<file path="src/rtl/axi_4_lite_regbank_if.sv">
// AXI4-Lite bus bundle between an interconnect master and the register bank.
// Latency: none, wires only.
// Backpressure: carries the five valid/ready channel handshakes unchanged.
interface axi_4_lite_regbank_if #(
    parameter int DATA_WIDTH = 32,
    parameter int ADDR_WIDTH = 8
);
    // write address channel
    logic                      S_AXI_AWVALID;
    logic                      S_AXI_AWREADY;
    logic [ADDR_WIDTH-1:0]     S_AXI_AWADDR;
    logic [2:0]                S_AXI_AWPROT;
    // write data channel
    logic                      S_AXI_WVALID;
    logic                      S_AXI_WREADY;
    logic [DATA_WIDTH-1:0]     S_AXI_WDATA;
    logic [DATA_WIDTH/8-1:0]   S_AXI_WSTRB;
    // write response channel
    logic                      S_AXI_BVALID;
    logic                      S_AXI_BREADY;
    logic [1:0]                S_AXI_BRESP;
    // read address channel
    logic                      S_AXI_ARVALID;
    logic                      S_AXI_ARREADY;
    logic [ADDR_WIDTH-1:0]     S_AXI_ARADDR;
    logic [2:0]                S_AXI_ARPROT;
    // read data channel
    logic                      S_AXI_RVALID;
    logic                      S_AXI_RREADY;
    logic [DATA_WIDTH-1:0]     S_AXI_RDATA;
    logic [1:0]                S_AXI_RRESP;

    modport master (
        output S_AXI_AWVALID, S_AXI_AWADDR, S_AXI_AWPROT,
        input  S_AXI_AWREADY,
        output S_AXI_WVALID, S_AXI_WDATA, S_AXI_WSTRB,
        input  S_AXI_WREADY,
        input  S_AXI_BVALID, S_AXI_BRESP,
        output S_AXI_BREADY,
        output S_AXI_ARVALID, S_AXI_ARADDR, S_AXI_ARPROT,
        input  S_AXI_ARREADY,
        input  S_AXI_RVALID, S_AXI_RDATA, S_AXI_RRESP,
        output S_AXI_RREADY
    );

    modport slave (
        input  S_AXI_AWVALID, S_AXI_AWADDR, S_AXI_AWPROT,
        output S_AXI_AWREADY,
        input  S_AXI_WVALID, S_AXI_WDATA, S_AXI_WSTRB,
        output S_AXI_WREADY,
        output S_AXI_BVALID, S_AXI_BRESP,
        input  S_AXI_BREADY,
        input  S_AXI_ARVALID, S_AXI_ARADDR, S_AXI_ARPROT,
        output S_AXI_ARREADY,
        output S_AXI_RVALID, S_AXI_RDATA, S_AXI_RRESP,
        input  S_AXI_RREADY
    );
endinterface

</file>
<file path="src/rtl/axi_4_lite_regbank.sv">
// Parametrised AXI4-Lite slave register bank with byte strobes, RO hardware registers and SLVERR decode.
// Latency: AW+W handshake to BVALID 2 cycles; AR handshake to RVALID 1 cycle.
// Backpressure: BVALID/RVALID held with stable payload until BREADY/RREADY; no new AW/W or AR accepted meanwhile.
// Ports: S_AXI_ACLK/S_AXI_ARESETN (sync active-low), s_axi (AXI4-Lite slave modport),
//        regs_out (flattened RW contents, RO slots zero), hw_ro_in (RO values), wr_pulse (per-register update strobe).
module axi_4_lite_regbank #(
    parameter int                 DATA_WIDTH = 32,
    parameter int                 ADDR_WIDTH = 8,
    parameter int                 NUM_REGS   = 8,
    parameter logic [NUM_REGS-1:0] RO_MASK   = '0
) (
    input  logic                           S_AXI_ACLK,
    input  logic                           S_AXI_ARESETN,
    axi_4_lite_regbank_if.slave            s_axi,
    output logic [NUM_REGS*DATA_WIDTH-1:0] regs_out,
    input  logic [NUM_REGS*DATA_WIDTH-1:0] hw_ro_in,
    output logic [NUM_REGS-1:0]            wr_pulse
);
    localparam int STRB_WIDTH = DATA_WIDTH / 8;
    localparam int ADDR_LSB   = $clog2(STRB_WIDTH);
    localparam int IDX_WIDTH  = ADDR_WIDTH - ADDR_LSB;
    localparam logic [1:0] RESP_OKAY   = 2'b00;
    localparam logic [1:0] RESP_SLVERR = 2'b10;

    if (DATA_WIDTH != 32 && DATA_WIDTH != 64) begin : g_bad_width
        $error("axi_4_lite_regbank: DATA_WIDTH must be 32 or 64");
    end
    if (NUM_REGS < 2 || NUM_REGS > (1 << IDX_WIDTH)) begin : g_bad_regs
        $error("axi_4_lite_regbank: NUM_REGS out of range for ADDR_WIDTH");
    end

    // One-hot register select; all zero for an index beyond the bank.
    function automatic logic [NUM_REGS-1:0] decode(input logic [IDX_WIDTH-1:0] idx);
        logic [NUM_REGS-1:0] hit;
        hit = '0;
        for (int i = 0; i < NUM_REGS; i++) begin
            if (idx == IDX_WIDTH'(i)) hit[i] = 1'b1;
        end
        return hit;
    endfunction

    logic [DATA_WIDTH-1:0] regs_q [NUM_REGS];

    // ------------------------------------------------------------------
    // Write channel
    // ------------------------------------------------------------------
    typedef enum logic [2:0] {
        W_IDLE, W_HAVE_ADDR, W_HAVE_DATA, W_COMMIT, W_RESP
    } w_state_t;

    w_state_t               w_state_q, w_state_d;
    logic                   aw_rdy_q, aw_rdy_d;
    logic                   w_rdy_q, w_rdy_d;
    logic                   b_vld_q, b_vld_d;
    logic [1:0]             b_resp_q, b_resp_d;
    logic [IDX_WIDTH-1:0]   widx_q;
    logic [DATA_WIDTH-1:0]  wdata_q;
    logic [STRB_WIDTH-1:0]  wstrb_q;
    logic                   aw_hs, w_hs;
    logic [NUM_REGS-1:0]    w_en;

    assign aw_hs = s_axi.S_AXI_AWVALID && aw_rdy_q;
    assign w_hs  = s_axi.S_AXI_WVALID  && w_rdy_q;
    // Only writable, in-range registers are enabled; an empty w_en during commit means SLVERR.
    assign w_en  = (w_state_q == W_COMMIT) ? (decode(widx_q) & ~RO_MASK) : '0;

    always_comb begin
        w_state_d = w_state_q;
        b_vld_d   = b_vld_q;
        b_resp_d  = b_resp_q;
        case (w_state_q)
            W_IDLE: begin
                if (aw_hs && w_hs)  w_state_d = W_COMMIT;
                else if (aw_hs)     w_state_d = W_HAVE_ADDR;
                else if (w_hs)      w_state_d = W_HAVE_DATA;
            end
            W_HAVE_ADDR: if (w_hs)  w_state_d = W_COMMIT;
            W_HAVE_DATA: if (aw_hs) w_state_d = W_COMMIT;
            W_COMMIT: begin
                w_state_d = W_RESP;
                b_vld_d   = 1'b1;
                b_resp_d  = (|w_en) ? RESP_OKAY : RESP_SLVERR;
            end
            W_RESP: begin
                if (s_axi.S_AXI_BREADY) begin
                    w_state_d = W_IDLE;
                    b_vld_d   = 1'b0;
                end
            end
            default: w_state_d = W_IDLE;
        endcase
        // Readies are registered from the next state, so they stay low for the
        // first cycle after reset and reopen one cycle after the B handshake.
        aw_rdy_d = (w_state_d == W_IDLE) || (w_state_d == W_HAVE_DATA);
        w_rdy_d  = (w_state_d == W_IDLE) || (w_state_d == W_HAVE_ADDR);
    end

    always_ff @(posedge S_AXI_ACLK) begin
        if (!S_AXI_ARESETN) begin
            w_state_q <= W_IDLE;
            aw_rdy_q  <= 1'b0;
            w_rdy_q   <= 1'b0;
            b_vld_q   <= 1'b0;
            b_resp_q  <= RESP_OKAY;
            widx_q    <= '0;
            wdata_q   <= '0;
            wstrb_q   <= '0;
            wr_pulse  <= '0;
            for (int i = 0; i < NUM_REGS; i++) regs_q[i] <= '0;
        end else begin
            w_state_q <= w_state_d;
            aw_rdy_q  <= aw_rdy_d;
            w_rdy_q   <= w_rdy_d;
            b_vld_q   <= b_vld_d;
            b_resp_q  <= b_resp_d;
            if (aw_hs) widx_q <= s_axi.S_AXI_AWADDR[ADDR_WIDTH-1:ADDR_LSB];
            if (w_hs) begin
                wdata_q <= s_axi.S_AXI_WDATA;
                wstrb_q <= s_axi.S_AXI_WSTRB;
            end
            // Pulse fires even with an all-zero strobe: the access itself is the event.
            wr_pulse <= w_en;
            for (int i = 0; i < NUM_REGS; i++) begin
                for (int b = 0; b < STRB_WIDTH; b++) begin
                    if (w_en[i] && wstrb_q[b]) regs_q[i][b*8 +: 8] <= wdata_q[b*8 +: 8];
                end
            end
        end
    end

    // ------------------------------------------------------------------
    // Read channel
    // ------------------------------------------------------------------
    typedef enum logic {R_IDLE, R_DATA} r_state_t;

    r_state_t               r_state_q, r_state_d;
    logic                   ar_rdy_q, ar_rdy_d;
    logic                   r_vld_q, r_vld_d;
    logic [DATA_WIDTH-1:0]  rdata_q;
    logic [1:0]             rresp_q;
    logic                   ar_hs;
    logic [NUM_REGS-1:0]    r_hit;
    logic [DATA_WIDTH-1:0]  rd_word;

    assign ar_hs = s_axi.S_AXI_ARVALID && ar_rdy_q;
    assign r_hit = decode(s_axi.S_AXI_ARADDR[ADDR_WIDTH-1:ADDR_LSB]);

    // Out-of-range reads leave rd_word at zero.
    always_comb begin
        rd_word = '0;
        for (int i = 0; i < NUM_REGS; i++) begin
            if (r_hit[i]) rd_word = rd_word | (RO_MASK[i] ? hw_ro_in[i*DATA_WIDTH +: DATA_WIDTH] : regs_q[i]);
        end
    end

    always_comb begin
        r_state_d = r_state_q;
        case (r_state_q)
            R_IDLE:  if (ar_hs) r_state_d = R_DATA;
            R_DATA:  if (s_axi.S_AXI_RREADY) r_state_d = R_IDLE;
            default: r_state_d = R_IDLE;
        endcase
        ar_rdy_d = (r_state_d == R_IDLE);
        r_vld_d  = (r_state_d == R_DATA);
    end

    always_ff @(posedge S_AXI_ACLK) begin
        if (!S_AXI_ARESETN) begin
            r_state_q <= R_IDLE;
            ar_rdy_q  <= 1'b0;
            r_vld_q   <= 1'b0;
            rdata_q   <= '0;
            rresp_q   <= RESP_OKAY;
        end else begin
            r_state_q <= r_state_d;
            ar_rdy_q  <= ar_rdy_d;
            r_vld_q   <= r_vld_d;
            if (ar_hs) begin
                rdata_q <= rd_word;
                rresp_q <= (|r_hit) ? RESP_OKAY : RESP_SLVERR;
            end
        end
    end

    // ------------------------------------------------------------------
    // Outputs
    // ------------------------------------------------------------------
    assign s_axi.S_AXI_AWREADY = aw_rdy_q;
    assign s_axi.S_AXI_WREADY  = w_rdy_q;
    assign s_axi.S_AXI_BVALID  = b_vld_q;
    assign s_axi.S_AXI_BRESP   = b_resp_q;
    assign s_axi.S_AXI_ARREADY = ar_rdy_q;
    assign s_axi.S_AXI_RVALID  = r_vld_q;
    assign s_axi.S_AXI_RDATA   = rdata_q;
    assign s_axi.S_AXI_RRESP   = rresp_q;

    for (genvar g = 0; g < NUM_REGS; g++) begin : g_regs_out
        assign regs_out[g*DATA_WIDTH +: DATA_WIDTH] = RO_MASK[g] ? '0 : regs_q[g];
    end

    // Protection bits and sub-word address bits carry no meaning here.
    logic unused_sigs;
    assign unused_sigs = ^{s_axi.S_AXI_AWPROT, s_axi.S_AXI_ARPROT,
                           s_axi.S_AXI_AWADDR[ADDR_LSB-1:0], s_axi.S_AXI_ARADDR[ADDR_LSB-1:0]};
endmodule
</file>
<file path="src/flat_wrapper.sv">
// flat-port wrapper written by rule: the top's interface ports become plain ports
module axi_4_lite_regbank_flat 
#(
    parameter int                 DATA_WIDTH = 32,
    parameter int                 ADDR_WIDTH = 8,
    parameter int                 NUM_REGS   = 8,
    parameter logic [NUM_REGS-1:0] RO_MASK   = '0
)
  (S_AXI_ACLK, S_AXI_ARESETN, regs_out, hw_ro_in, wr_pulse, s_axi_S_AXI_AWVALID, s_axi_S_AXI_AWADDR, s_axi_S_AXI_AWPROT, s_axi_S_AXI_AWREADY, s_axi_S_AXI_WVALID, s_axi_S_AXI_WDATA, s_axi_S_AXI_WSTRB, s_axi_S_AXI_WREADY, s_axi_S_AXI_BVALID, s_axi_S_AXI_BRESP, s_axi_S_AXI_BREADY, s_axi_S_AXI_ARVALID, s_axi_S_AXI_ARADDR, s_axi_S_AXI_ARPROT, s_axi_S_AXI_ARREADY, s_axi_S_AXI_RVALID, s_axi_S_AXI_RDATA, s_axi_S_AXI_RRESP, s_axi_S_AXI_RREADY);
  axi_4_lite_regbank_if #(.DATA_WIDTH(DATA_WIDTH), .ADDR_WIDTH(ADDR_WIDTH)) s_axi_i ();
  input  logic S_AXI_ACLK;
  input  logic S_AXI_ARESETN;
  output logic [NUM_REGS*DATA_WIDTH-1:0] regs_out;
  input  logic [NUM_REGS*DATA_WIDTH-1:0] hw_ro_in;
  output logic [NUM_REGS-1:0] wr_pulse;
  input wire logic [$bits(s_axi_i.S_AXI_AWVALID)-1:0] s_axi_S_AXI_AWVALID;
  input wire logic [$bits(s_axi_i.S_AXI_AWADDR)-1:0] s_axi_S_AXI_AWADDR;
  input wire logic [$bits(s_axi_i.S_AXI_AWPROT)-1:0] s_axi_S_AXI_AWPROT;
  output wire logic [$bits(s_axi_i.S_AXI_AWREADY)-1:0] s_axi_S_AXI_AWREADY;
  input wire logic [$bits(s_axi_i.S_AXI_WVALID)-1:0] s_axi_S_AXI_WVALID;
  input wire logic [$bits(s_axi_i.S_AXI_WDATA)-1:0] s_axi_S_AXI_WDATA;
  input wire logic [$bits(s_axi_i.S_AXI_WSTRB)-1:0] s_axi_S_AXI_WSTRB;
  output wire logic [$bits(s_axi_i.S_AXI_WREADY)-1:0] s_axi_S_AXI_WREADY;
  output wire logic [$bits(s_axi_i.S_AXI_BVALID)-1:0] s_axi_S_AXI_BVALID;
  output wire logic [$bits(s_axi_i.S_AXI_BRESP)-1:0] s_axi_S_AXI_BRESP;
  input wire logic [$bits(s_axi_i.S_AXI_BREADY)-1:0] s_axi_S_AXI_BREADY;
  input wire logic [$bits(s_axi_i.S_AXI_ARVALID)-1:0] s_axi_S_AXI_ARVALID;
  input wire logic [$bits(s_axi_i.S_AXI_ARADDR)-1:0] s_axi_S_AXI_ARADDR;
  input wire logic [$bits(s_axi_i.S_AXI_ARPROT)-1:0] s_axi_S_AXI_ARPROT;
  output wire logic [$bits(s_axi_i.S_AXI_ARREADY)-1:0] s_axi_S_AXI_ARREADY;
  output wire logic [$bits(s_axi_i.S_AXI_RVALID)-1:0] s_axi_S_AXI_RVALID;
  output wire logic [$bits(s_axi_i.S_AXI_RDATA)-1:0] s_axi_S_AXI_RDATA;
  output wire logic [$bits(s_axi_i.S_AXI_RRESP)-1:0] s_axi_S_AXI_RRESP;
  input wire logic [$bits(s_axi_i.S_AXI_RREADY)-1:0] s_axi_S_AXI_RREADY;
  assign s_axi_i.S_AXI_AWVALID = s_axi_S_AXI_AWVALID;
  assign s_axi_i.S_AXI_AWADDR = s_axi_S_AXI_AWADDR;
  assign s_axi_i.S_AXI_AWPROT = s_axi_S_AXI_AWPROT;
  assign s_axi_S_AXI_AWREADY = s_axi_i.S_AXI_AWREADY;
  assign s_axi_i.S_AXI_WVALID = s_axi_S_AXI_WVALID;
  assign s_axi_i.S_AXI_WDATA = s_axi_S_AXI_WDATA;
  assign s_axi_i.S_AXI_WSTRB = s_axi_S_AXI_WSTRB;
  assign s_axi_S_AXI_WREADY = s_axi_i.S_AXI_WREADY;
  assign s_axi_S_AXI_BVALID = s_axi_i.S_AXI_BVALID;
  assign s_axi_S_AXI_BRESP = s_axi_i.S_AXI_BRESP;
  assign s_axi_i.S_AXI_BREADY = s_axi_S_AXI_BREADY;
  assign s_axi_i.S_AXI_ARVALID = s_axi_S_AXI_ARVALID;
  assign s_axi_i.S_AXI_ARADDR = s_axi_S_AXI_ARADDR;
  assign s_axi_i.S_AXI_ARPROT = s_axi_S_AXI_ARPROT;
  assign s_axi_S_AXI_ARREADY = s_axi_i.S_AXI_ARREADY;
  assign s_axi_S_AXI_RVALID = s_axi_i.S_AXI_RVALID;
  assign s_axi_S_AXI_RDATA = s_axi_i.S_AXI_RDATA;
  assign s_axi_S_AXI_RRESP = s_axi_i.S_AXI_RRESP;
  assign s_axi_i.S_AXI_RREADY = s_axi_S_AXI_RREADY;
  axi_4_lite_regbank #(.DATA_WIDTH(DATA_WIDTH), .ADDR_WIDTH(ADDR_WIDTH), .NUM_REGS(NUM_REGS), .RO_MASK(RO_MASK)) u_core (.S_AXI_ACLK(S_AXI_ACLK), .S_AXI_ARESETN(S_AXI_ARESETN), .s_axi(s_axi_i), .regs_out(regs_out), .hw_ro_in(hw_ro_in), .wr_pulse(wr_pulse));
endmodule
</file>
<file path="config.mk">
export PLATFORM = sky130hd
export DESIGN_NAME = axi_4_lite_regbank_flat
export DESIGN_NICKNAME = d
export VERILOG_FILES = /design/src/rtl/axi_4_lite_regbank_if.sv /design/src/rtl/axi_4_lite_regbank.sv /design/src/flat_wrapper.sv
export SDC_FILE = /design/constraint.sdc
export NUM_CORES = 1
export LEC_CHECK = 0
export BUFFER_PORTS_ARGS = -buffer_cell sky130_fd_sc_hd__buf_2
export CAP_MARGIN = 30
export CORE_AREA = 2 2 244 246
export CTS_BUF_LIST = sky130_fd_sc_hd__clkbuf_8
export DETAILED_ROUTE_END_ITERATION = 10
export DIE_AREA = 0 0 246 248
export SYNTH_ARGS = -nofsm -noshare
export SYNTH_HDL_FRONTEND = slang
export SYNTH_SLANG_ARGS = --single-unit
</file>
<file path="constraint.sdc">
create_clock -name S_AXI_ACLK -period 2.5 [get_ports S_AXI_ACLK]
set_input_delay 0 -clock S_AXI_ACLK [delete_from_list [all_inputs] [get_ports S_AXI_ACLK]]
set_output_delay 0 -clock S_AXI_ACLK [all_outputs]
set_load 0.03 [all_outputs]
</file>
==> impl_summary.log, run 1 <==
INFO  metric max_freq = around 430 MHz
INFO  metric criticalPathCategory = flip-flop to flip-flop
INFO  metric first_global_vias = 12200
INFO  metric p_total = 13.3 mW
INFO  metric syn_area = around 14000 sq um
INFO  metric io_pins = 626
INFO  metric finalWirelength = approximately 64000 um
INFO  metric power_per_cell_area = a little under 700 nW/um^2
INFO  metric synth_top_cell_by_area = sky130_fd_sc_hd__edfxtp_1
INFO  metric synth-edff-count = 256
INFO  metric layout_worst_path_cycle_share = 0.939
INFO  metric cellLeakagePower = between 8 and 9 nW
INFO  metric synthToLayoutAreaGrowth = 39.0%
INFO  metric timing.clock.skew = about 38 ps
INFO  metric yosysTopAreaCellShare = 0.550
INFO  metric gr-usage-all-layers = 0.203
INFO  metric timing.final.max_slew_violations = 0
INFO  metric synth_ff_type = sky130_fd_sc_hd__edfxtp_1
INFO  metric yosysUniqueCellTypes = 42
INFO  metric clock_tree_from_tritoncts = yes
INFO  metric slowest_cell_delay_on_critical_path = 460 ps
INFO  metric yosys_warnings = 0
INFO  metric fp.dieH = ~250 um
INFO  metric fin_setup_tns = 0 ps
INFO  metric ff2ff_setup_slack = 150 ps
INFO  metric slew_headroom = 0.487
INFO  metric cp_bufs_invs = 1
INFO  metric post_synthesis_area_per_instance = around 12 sq um
INFO  metric async_set_or_reset_flop_fraction_in_the_synthesized_netlist = 0
INFO  metric core_area = slightly below 60000 sq um
INFO  metric drt_pre_antenna_iters = 5
INFO  metric max_cap_viol_count = 0
INFO  metric synth.ff_latch_count = approximately 350
INFO  metric clkLatencyLatePin = between 600 and 700 ps
INFO  metric syn-instance-count = approximately 1200
INFO  metric critPathTopFamily = simple AND/OR/NAND/NOR gates
INFO  metric finalNetCount = between 2000 and 2500
INFO  metric cts_post_setup_buffers_inserted = 0
INFO  metric io_buffer_count = around 360
INFO  metric detailed_place_hpwl = about 47000 um
INFO  metric layout_min_cycle_time = 2350 ps
INFO  metric drt.antenna.violating_nets = 0
INFO  metric setup_viol = 0
INFO  metric worst_pin_slew = roughly 770 ps
INFO  metric timing.hold.worst.class = primary input to flip-flop
INFO  metric vias = about 12000
INFO  metric gp_congestion = approximately 0.9
INFO  metric tritoncts_buffer_count = 59
INFO  metric outcome = complete, no violations
INFO  metric fp.dieW = approximately 250 um
INFO  metric post-route-cell-area = 19400 sq um
INFO  metric timing.final.hold_violations = 0
INFO  metric global_route_wire_length_before_repair = ~90000 um
INFO  metric h_tree_levels = 2
INFO  metric final_layout_size_suffix_gt1_frac = 0.324
INFO  metric place_area = around 17000 sq um
INFO  metric clk_pin_slew_worst_paths = 70 ps
INFO  metric initial_core_util = 0.239
INFO  metric required = 2780 ps
INFO  metric die_area = 61000 sq um
INFO  metric critPathLaunchType = flip-flop
INFO  metric cp_slowest_cell = sky130_fd_sc_hd__dfxtp_1
INFO  metric synth_seq_area_share = 0.682
INFO  metric route.detailed.drc = 0
INFO  metric setup_repair_after_global_routing_missed_its_margin = false
INFO  metric netlist_top_cells_area = sky130_fd_sc_hd__edfxtp_1 (55%), sky130_fd_sc_hd__dfxtp_1 (13%), sky130_fd_sc_hd__nor2_1 (5.7%)
INFO  metric grt_max_degree = between 50 and 60
INFO  metric clock-sinks = between 300 and 400
INFO  metric crit_path_capture_type = flip-flop
INFO  metric global_route.overflow_total = 0
INFO  metric crit_path_cell_trace = nand3b_1 > nor4b_2 > buf_4 > nand3_1 > nand2_1
INFO  metric drt_first_iter_violations = 1162
INFO  metric cts.path.max_buffers = 3
INFO  metric root_buffer = sky130_fd_sc_hd__clkbuf_8
INFO  metric endpoint_arrival_time_on_the_critical_path = roughly 2600 ps
INFO  metric std_cell_rows = 89
INFO  metric wire_per_inst = between 20 and 30 um
INFO  metric crit_fanout = 8
INFO  metric final.hold.worst_slack = 74.3 ps
INFO  metric antenna_violations_before_repair = 6
INFO  metric worst_ir_drop_vdd = between 0.5 and 0.6 mV
INFO  metric route.detailed.vias_per_inst = 4.87
## report_power, final
group	total, mW	switching, mW	internal (mW)
combinational	1.58	1.10	0.478
clock	5.15	2.53	2.62
sequential	6.62	0.188	6.43
## area by class of cell
type | instances | area (sq um)
sequential | 348 | 9530
tap | 773 | 967
antenna | 3 | 7.51
clock inverter | 47 | 278
timing repair buffer | 548 | 3550
clock buffer | 65 | 895
multi-input combinational | 730 | 4020
inverter | 43 | 161
fill | 5895 | 39100
## cells in the final DEF, fill, tap and decap left out, drive strengths merged, types with 3 or more instances in the layout
| master | netlist | routed |
|---|---|---|
| and2 | 4 | 4 |
| a221oi | 42 | 42 |
| a22oi | 15 | 15 |
| nand3b | 3 | 3 |
| edfxtp | 256 | 256 |
| and3 | 18 | 18 |
| mux2 | 20 | 20 |
| nand3 | 24 | 24 |
| nand2 | 150 | 150 |
| nor4 | 3 | 3 |
| a31oi | 15 | 15 |
| o21ai | 42 | 42 |
| clkinv | 1 | 19 |
| clkinvlp | 0 | 7 |
| nor4b | 3 | 3 |
| nor3 | 23 | 23 |
| mux4 | 4 | 4 |
| diode | 0 | 3 |
| inv | 42 | 62 |
| dlygate4sd3 | 0 | 97 |
| dfxtp | 92 | 92 |
| nor2 | 213 | 213 |
| buf | 22 | 451 |
| a21oi | 79 | 79 |
| mux2i | 44 | 44 |
| clkbuf | 49 | 65 |
| o22ai | 14 | 14 |
## stage by stage
step | std cells | util | worst slack, ps
final | 2557 | 0.332 | 153
after global routing | 2555 | 0.332 | 11.1
after CTS | 2553 | 0.332 | 173
after detailed placement | 2344 | 0.295 | 218
after global placement | 2343 | 0.295 | 265
after floorplan | 1192 | - | 530
## worst paths after layout
kind	start	endpoint	depth (start not counted)
min reg2reg	u_core.wdata_q[6]	u_core.wdata_q[6]	2
max reg2reg	u_core.w_state_q[1]	u_core.regs_q[0][77]	5
min	s_axi_S_AXI_ARVALID	u_core.s_axi.S_AXI_RDATA[13]	5
max	u_core.w_state_q[1]	u_core.regs_q[0][77]	5
## cell families after synthesis
kind of cell,count (synthesis),share of synthesized area
AOI/OAI and AO/OA,212,0.0940
other,1,0.000269
muxes,68,0.0541
and+or+nand+nor,448,0.135
DFF,348,0.682
buffers and inverters,114,0.0339
## tightest hold or removal path: cells and delay by family
family                 cells  cell delay [ps]
and+or+nand+nor            1              150
buffers and inverters      2              330
AOI/OAI and AO/OA          2              190
## cells in the mapped netlist, drive strengths merged (3+ instances only)
master    n
clkbuf   49
o21ai    42
buf      22
nand2   150
mux2     20
nor3     23
edfxtp  256
o22ai    14
a31oi    15
mux4      4
nand3b    3
nand3    24
nor2    213
mux2i    44
nor4      3
nor4b     3
and3     18
and2      4
inv      42
a21oi    79
a22oi    15
dfxtp    92
a221oi   42
## flip-flops by register name, indices dropped and copies added (netlist names)
signal	count
u_core.regs_q	256
u_core.s_axi.S_AXI_RDATA	32
u_core.wdata_q	32
u_core.wr_pulse	8
u_core.widx_q	6
u_core.wstrb_q	4
u_core.w_state_q	3
u_core.r_state_q	1
u_core.s_axi.S_AXI_ARREADY	1
u_core.s_axi.S_AXI_AWREADY	1
u_core.s_axi.S_AXI_BRESP	1
u_core.s_axi.S_AXI_BVALID	1
u_core.s_axi.S_AXI_RRESP	1
u_core.s_axi.S_AXI_WREADY	1
## per-layer routing
metal,up-vias,global-route usage,share of wire
met5,-,0,0.00020
li1,5401,-,-
met3,113,0.0549,0.11
met2,811,0.307,0.43
met1,6113,0.281,0.43
met4,2,0.0679,0.029
## what timing repair did
action	CTS	global route
endpoints found under the hold margin	75	0
gates resized for setup	0	0
hold buffers	97	0
No activity file was read; power rests on OpenSTA's default activity.
==> inputs of run 2 (changes only) <==
CORE_AREA = 2 2 243 245   (was 2 2 244 246)
DIE_AREA = 0 0 245 247   (was 0 0 246 248)
GPL_TIMING_DRIVEN = 0   (was default)
clock period = 1.9 ns   (was 2.5 ns; I/O delays follow)
==> run 2 against run 1 <==
The flow now finishes with violations (negative setup slack). Cell count up 0.16%. Cell area rose by 4.6%. Global-route usage up 2.6 points. Maximum frequency is 23% higher. Register-to-register slack got worse by 160 ps. Setup slack worse by 160 ps. Count of clock-buffer cells in the layout fell by 1. Clock power grew 33%. Utilization grew 1.7 points. Via count rose by 2.9%. Critical path depth rose by 3. Largest cell class unchanged. Largest power group unchanged.
==> impl_summary.log, run 2 (same netlist as run 1, synthesis figures left out) <==
INFO  metric max_reg_flops = 256 (unchanged)
INFO  metric drt_first_iter_violations = 1413 (+22%)
INFO  metric global_route_wire_length_before_repair = 96300 um (+9.6%)
INFO  metric crit_start = u_core.w_state_q[2]
INFO  metric ff2ff_setup_slack = -6 ps (-160 ps)
INFO  metric setup_repair_after_global_routing_missed_its_margin = true
INFO  metric finalWirelength = 71500 um (+12%)
INFO  metric detailed_place_hpwl = 53400 um (+14%)
INFO  metric io_buffer_count = 353 (-1.1%)
INFO  metric area_of_the_multi_input_gates = 4860 sq um (+21%)
INFO  metric layout_min_cycle_time = 1910 ps (-441 ps)
INFO  metric critPathLaunchType = flip-flop
INFO  metric power_per_cell_area = 879 nW/um^2 (+28%)
INFO  metric setup_viol = 6 (+6)
INFO  metric worst_pin_slew = 963 ps (+194 ps)
INFO  metric final.hold.worst_slack = 6.81 ps (-67.5 ps)
INFO  metric most_common_cell_after_layout_fill_and_taps_aside = sky130_fd_sc_hd__buf_2
INFO  metric std_cell_rows = 89 (unchanged)
INFO  metric core_area = 58200 sq um (-0.38%)
INFO  metric timing.clock.skew = 31.2 ps (-6.97 ps)
INFO  metric slew_headroom = 0.358 (-0.129)
INFO  metric synthToLayoutAreaGrowth = 45.4%
INFO  metric tritoncts_buffer_count = 58 (-1.7%)
INFO  metric antenna_violations_before_repair = 3 (-3)
INFO  metric drt_pre_antenna_iters = 6 (+1)
INFO  metric criticalPathCategory = flip-flop to flip-flop
INFO  metric timing.hold.worst.class = primary input to flip-flop
INFO  metric timing.final.hold_violations = 0 (unchanged)
INFO  metric die_area = 60500 sq um (-0.81%)
INFO  metric failed_checks = negative setup slack
INFO  metric antenna-diode-count = 0 (-3)
INFO  metric fp.dieH = 247 um (-0.40%)
INFO  metric first_global_vias = 12600 (+3.3%)
INFO  metric clkLatencyLatePin = 660 ps (about the same)
INFO  metric sequential_cell_area = 9550 sq um (+0.18%)
INFO  metric vias = 12800 (+2.9%)
INFO  metric outcome = complete, but fails checks
INFO  metric h_tree_levels = 2 (unchanged)
INFO  metric clock_tree_from_tritoncts = yes
INFO  metric wire_per_inst = 27.9 um (+11%)
INFO  metric global_route.overflow_total = 0 (unchanged)
INFO  metric crit_path_capture_type = flip-flop
INFO  metric rr_startpoint = u_core.w_state_q[2]
INFO  metric number_of_fill_cells_in_the_layout = 5840 (-0.93%)
INFO  metric root_buffer = sky130_fd_sc_hd__clkbuf_8
INFO  metric layout.cells.most_common_list = sky130_fd_sc_hd__buf_2 (363), sky130_fd_sc_hd__edfxtp_1 (256), sky130_fd_sc_hd__nor2_1 (193), sky130_fd_sc_hd__nand2_1 (119), sky130_fd_sc_hd__dfxtp_1 (84)
INFO  metric hold_path.startpoint = s_axi_S_AXI_WVALID
INFO  metric gr-usage-all-layers = 0.230 (+0.0263)
INFO  metric drt.antenna.violating_nets = 0 (unchanged)
INFO  metric timing.final.max_slew_violations = 0 (unchanged)
INFO  metric io_pins = 626 (unchanged)
INFO  metric fin_setup_tns = -26.8 ps (-26.8 ps)
INFO  metric clk_pin_slew_worst_paths = 60 ps (about the same)
INFO  metric route.detailed.drc = 0 (unchanged)
INFO  metric registers.top_by_ff_count = u_core.regs_q
INFO  metric worst_ir_drop_vdd = 0.489 mV (-5.1%)
INFO  metric cts.path.max_buffers = 3 (unchanged)
INFO  metric route.detailed.vias_per_inst = 5.00 (+2.8%)
INFO  metric p_total = 17.8 mW (+34%)
INFO  metric max_freq = 525 MHz (+23%)
INFO  metric endpoint_arrival_time_on_the_critical_path = 2260 ps (-360 ps)
INFO  metric fp.dieW = 245 um (-0.41%)
INFO  metric layout_worst_path_cycle_share = 1.00 (+0.0643)
INFO  metric required = 2260 ps (-520 ps)
INFO  metric postLayoutSetupSlackWorst = -5.87 ps (-159 ps)
INFO  metric max_cap_viol_count = 0 (unchanged)
INFO  metric finalNetCount = 2060 (+0.44%)
INFO  metric grt_max_degree = 16 (-71%)
INFO  metric final_layout_size_suffix_gt1_frac = 0.374 (+0.0502)
INFO  metric cellLeakagePower = 8.25 nW (+1.7%)
INFO  metric crit_fanout = 6 (-2)
INFO  metric clock-sinks = 348 (unchanged)
INFO  metric initial_core_util = 0.240 (+0.000913)
INFO  metric gp_congestion = 0.877 (-3.0%)
[run 2: cell types whose count changed in the layout (fill, tap and decap cells not counted), sizes merged]
cell / before / now
clkbuf: 65 / 106
dlygate4sd3: 97 / 57
buf: 451 / 459
clkinv: 19 / 11
inv: 62 / 69
clkinvlp: 7 / 4
diode: 3 / 0
bufinv: 2 / 4
[run 2: area by class of cell]
class                           count  area share
Buffer                             65      0.0182
Clock buffer                       64      0.0434
Clock inverter                     45      0.0148
Inverter                           43     0.00795
Multi-Input combinational cell    730       0.240
Sequential cell                   348       0.470
Tap cell                          773      0.0476
Timing Repair Buffer              493       0.158
[run 2: repair_timing]
action | 4_1_cts | 5_1_grt
pin swaps | 32 | 17
setup endpoints to repair | 485 | 383
resized for setup | 174 | 66
cloned | 3 | 0
hold endpoints to repair | 50 | 0
setup buffers | 52 | 9
hold buffers | 57 | 0
[run 2: worst paths after layout]
path | to | depth (start not counted)
worst max-delay path | u_core.regs_q[1][98] | 8
worst max register to register | u_core.regs_q[1][98] | 8
worst min register to register | u_core.wdata_q[11] | 2
worst min-delay path | u_core.wdata_q[31] | 4
[run 2: metrics by stage]
step                setup slack (ps)  instances  instance area (sq um)  utilization
floorplan                      -38.1       1192                  14000            -
global placement               -2480       2318                  16700        0.287
detailed placement             -1360       2337                  17000        0.291
CTS                            -89.1       2555                  20100        0.344
global route                   -64.4       2561                  20300        0.349
finish                         -5.87       2561                  20300        0.349
[run 2: worst max-delay path: stages, from the launching register on]
cell                       delay [ps]
sky130_fd_sc_hd__dfxtp_2          320
sky130_fd_sc_hd__nand3b_1         160
sky130_fd_sc_hd__buf_6            150
sky130_fd_sc_hd__buf_4            140
sky130_fd_sc_hd__nor2_4            90
sky130_fd_sc_hd__nand4_1          160
sky130_fd_sc_hd__buf_6            210
sky130_fd_sc_hd__o21ai_4          180
sky130_fd_sc_hd__buf_6            180
[run 2: report_power, final]
group,internal [mW],switching [mW],total [mW]
clock,3.64,3.19,6.83
sequential,8.46,0.298,8.76
combinational,0.657,1.58,2.24
total,12.8,5.07,17.8
[run 2: per-layer routing]
| layer | vias to the layer above | part of all wire | GRT usage |
|---|---|---|---|
| li1 | 5436 | - | - |
| met1 | 6332 | 0.43 | 0.326 |
| met2 | 922 | 0.43 | 0.348 |
| met3 | 114 | 0.11 | 0.0559 |
| met4 | 0 | 0.024 | 0.0604 |
| met5 | - | 0 | 0 |
==> inputs of run 3 (changes only) <==
RECOVER_POWER = 50   (was default)
SETUP_SLACK_MARGIN = 0.3   (was default)
==> run 3 against run 2 <==
The run still ends with negative setup slack left. Sequential cell count did not move. Combinational power up 2%. Hold slack improved by 40 ps. Setup slack worse by 27 ps. First-iteration DRC count fell by 2.9%. Via count increased by 1.6%.
==> impl_summary.log, run 3 (same netlist as run 1, synthesis figures left out) <==
INFO  metric r2r-end = u_core.regs_q[1][34]
INFO  metric combinationalPowerShare = 0.128 (+0.002)
INFO  metric route.detailed.drc = 0 (unchanged)
INFO  metric criticalPathCategory = flip-flop to flip-flop
INFO  metric sequential_cell_area = 9540 sq um (about the same)
INFO  metric max_cap_viol_count = 0 (unchanged)
INFO  metric first_global_vias = 12600 (+0.079%)
INFO  metric endpoint_arrival_time_on_the_critical_path = 2280 ps (+20 ps)
INFO  metric drt_pre_antenna_iters = 5 (-1)
INFO  metric h_tree_levels = 2 (unchanged)
INFO  metric fin_setup_tns = -786 ps (-759 ps)
INFO  metric post-route-cell-area = 21700 sq um (+7.1%)
INFO  metric crit_path_cell_trace = nand3b_1 > buf_6 > nor4b_4 > buf_4 > clkbuf_16 > nand3_4 > nand2_8
INFO  metric registers.top_by_ff_count = u_core.regs_q
INFO  metric postLayoutSetupSlackWorst = -32.7 ps (-26.8 ps)
INFO  metric vias = 13000 (+1.6%)
INFO  metric grt_max_degree = 16 (unchanged)
INFO  metric max_reg_flops = 256 (unchanged)
INFO  metric global_route_wire_length_before_repair = 95700 um (-0.64%)
INFO  metric area_of_the_multi_input_gates = 6050 sq um (+24%)
INFO  metric tritoncts_buffer_count = 60 (+3.4%)
INFO  metric setup_viol = 46 (+40)
INFO  metric p_total = 17.8 mW (-0.43%)
INFO  metric place_worst_setup_slack = -1070 ps (+290 ps)
INFO  metric max_freq = 517 MHz (-1.4%)
INFO  metric layout_min_cycle_time = 1930 ps (+26.8 ps)
INFO  metric outcome = complete, but fails checks
INFO  metric hold_path.startpoint = S_AXI_ARESETN
INFO  metric most_common_cell_after_layout_fill_and_taps_aside = sky130_fd_sc_hd__clkbuf_1
INFO  metric min_to = u_core.s_axi.S_AXI_RDATA[0]
INFO  metric timing.hold.worst.class = primary input to flip-flop
INFO  metric layout.core_utilization = 0.373 (+0.0248)
INFO  metric layout.cells.most_common_list = sky130_fd_sc_hd__clkbuf_1 (328), sky130_fd_sc_hd__edfxtp_1 (256), sky130_fd_sc_hd__nor2_4 (141), sky130_fd_sc_hd__nand2_1 (118), sky130_fd_sc_hd__dfxtp_1 (87)
INFO  metric clkLatencyLatePin = 670 ps (about the same)
INFO  metric timing.final.max_slew_violations = 0 (unchanged)
INFO  metric gr-usage-all-layers = 0.228 (-0.00138)
INFO  metric worst_pin_slew = 1110 ps (+145 ps)
INFO  metric crit_path_capture_type = flip-flop
INFO  metric place_inst = 2327 (-0.43%)
INFO  metric crit_fanout = 8 (+2)
INFO  metric cellLeakagePower = 7.46 nW (-9.5%)
INFO  metric global_route.overflow_total = 0 (unchanged)
INFO  metric worst_ir_drop_vdd = 0.532 mV (+8.9%)
INFO  metric ff2ff_setup_slack = -30 ps (-30 ps)
INFO  metric number_of_fill_cells_in_the_layout = 5759 (-1.4%)
INFO  metric cp_slowest_cell = sky130_fd_sc_hd__dfxtp_4
INFO  metric power_report.internal_total = 12.6 mW (-1.6%)
INFO  metric wire_per_inst = 27.6 um (-1.2%)
INFO  metric io_pins = 626 (unchanged)
INFO  metric initial_core_util = 0.240 (unchanged)
INFO  metric final.hold.worst_slack = 46.3 ps (+39.5 ps)
INFO  metric io_buffer_count = 353 (unchanged)
INFO  metric layout_worst_path_cycle_share = 1.02 (+0.0141)
INFO  metric core_area = 58200 sq um (unchanged)
INFO  metric drt.antenna.violating_nets = 0 (unchanged)
INFO  metric clock_tree_from_tritoncts = yes
INFO  metric detailed_place_hpwl = 52500 um (-1.7%)
INFO  metric die_area = 60500 sq um (unchanged)
INFO  metric route.detailed.vias_per_inst = 5.00 (about the same)
INFO  metric clock-sinks = 348 (unchanged)
INFO  metric finalWirelength = 71700 um (+0.34%)
INFO  metric synthToLayoutAreaGrowth = 55.7%
INFO  metric clk_pin_slew_worst_paths = 60 ps (about the same)
INFO  metric share_of_power_burned_in_the_clock_network = 0.380 (-0.003)
INFO  metric failed_checks = negative setup slack
INFO  metric reg2reg_depth = 7 (-1)
INFO  metric timing.final.hold_violations = 0 (unchanged)
INFO  metric power_per_cell_area = 817 nW/um^2 (-7.0%)
INFO  metric finalNetCount = 2091 (+1.5%)
INFO  metric total_switching_power = 5.20 mW (+2.5%)
INFO  metric cts.path.max_buffers = 3 (unchanged)
INFO  metric post_layout_nonfiller_instances = 2600 (+1.5%)
INFO  metric antenna_violations_before_repair = 4 (+1)
INFO  metric final_layout_size_suffix_gt1_frac = 0.302 (-0.0721)
INFO  metric timing.hold.worst_path_depth = 4 (unchanged)
INFO  metric gp_congestion = 0.912 (+4.0%)
INFO  metric setup_repair_after_global_routing_missed_its_margin = true
INFO  metric fp.dieH = 247 um (unchanged)
INFO  metric critPathLaunchType = flip-flop
INFO  metric slowest_cell_delay_on_critical_path = 340 ps (+20 ps)
INFO  metric required = 2240 ps (-20 ps)
INFO  metric root_buffer = sky130_fd_sc_hd__clkbuf_8
INFO  metric sequentialPowerShare = 0.492 (about the same)
INFO  metric place_area = 17200 sq um (+1.4%)
INFO  metric timing.clock.skew = 29.7 ps (-1.50 ps)
INFO  metric drt_first_iter_violations = 1372 (-2.9%)
INFO  metric rr_startpoint = u_core.w_state_q[2]
INFO  metric slew_headroom = 0.261 (-0.0969)
INFO  metric fp.dieW = 245 um (unchanged)
INFO  metric std_cell_rows = 89 (unchanged)
INFO  metric power.share.switching = 0.293 (+0.00843)
[run 3: cell types whose count changed in the layout (fill, tap and decap cells not counted), sizes merged]
| cell | before | now |
|---|---|---|
| clkbuf | 106 | 418 |
| buf | 459 | 174 |
| diode | 0 | 6 |
| clkinv | 11 | 15 |
| inv | 69 | 72 |
| bufinv | 4 | 3 |
| clkinvlp | 4 | 3 |
| nand2 | 150 | 151 |
[run 3: what timing repair did]
action	in CTS	in global routing
hold buffers	57	0
setup endpoints to repair	518	493
setup buffers	79	13
resized for setup	272	258
gates cloned	3	1
hold endpoints to repair	50	0
pin swaps	56	30
[run 3: how the worst max path moves through the flow]
stage                                startpoint                      endpoint  slack (ps)  cells after the start
after floorplan             u_core.w_state_q[2]          u_core.regs_q[1][10]         180                      5
after global placement    s_axi_S_AXI_ARADDR[5]  u_core.s_axi.S_AXI_RDATA[23]       -1460                      7
after detailed placement       u_core.widx_q[0]         u_core.regs_q[1][108]       -1070                      3
after CTS                   u_core.w_state_q[2]          u_core.regs_q[1][34]         0.2                      7
after global routing        u_core.w_state_q[2]          u_core.regs_q[1][36]         -80                      8
final                       u_core.w_state_q[2]          u_core.regs_q[1][34]         -30                      7
[run 3: area by class of cell]
class / count / share of cell area
buffer: 71 / 0.0207
timing repair buffer: 515 / 0.156
antenna: 6 / 0.000691
multi-input combinational: 731 / 0.278
tap: 773 / 0.0445
sequential: 348 / 0.439
clock inverter: 50 / 0.0138
inverter: 43 / 0.00742
clock buffer: 63 / 0.0399
[run 3: power groups by stage]
stage / Combinational [mW] / Sequential (mW) / Clock [mW]
final: 2.28 / 8.74 / 6.74
after global routing: 2.39 / 8.76 / 7.13
after CTS: 2.29 / 8.72 / 6.79
after detailed placement: 2.02 / 8.87 / 0
after global placement: 1.97 / 8.86 / 0
after floorplan: 0.623 / 9.31 / 0
[run 3: worst max-delay path: cells and delay by family (launching register included)]
| kind | cells | cell delay (ps) |
|---|---|---|
| DFF | 1 | 340 |
| and+or+nand+nor | 4 | 760 |
| buffers and inverters | 3 | 520 |
[run 3: per-layer routing]
| layer | global-route usage | share of wire | vias to the layer above | wire length [um] |
|---|---|---|---|---|
| li1 | - | - | 5521 | - |
| met1 | 0.312 | 0.42 | 6454 | 30300 |
| met2 | 0.346 | 0.43 | 893 | 31000 |
| met3 | 0.0661 | 0.11 | 141 | 7970 |
| met4 | 0.0746 | 0.034 | 0 | 2400 |
| met5 | 0 | 0 | - | 0 |
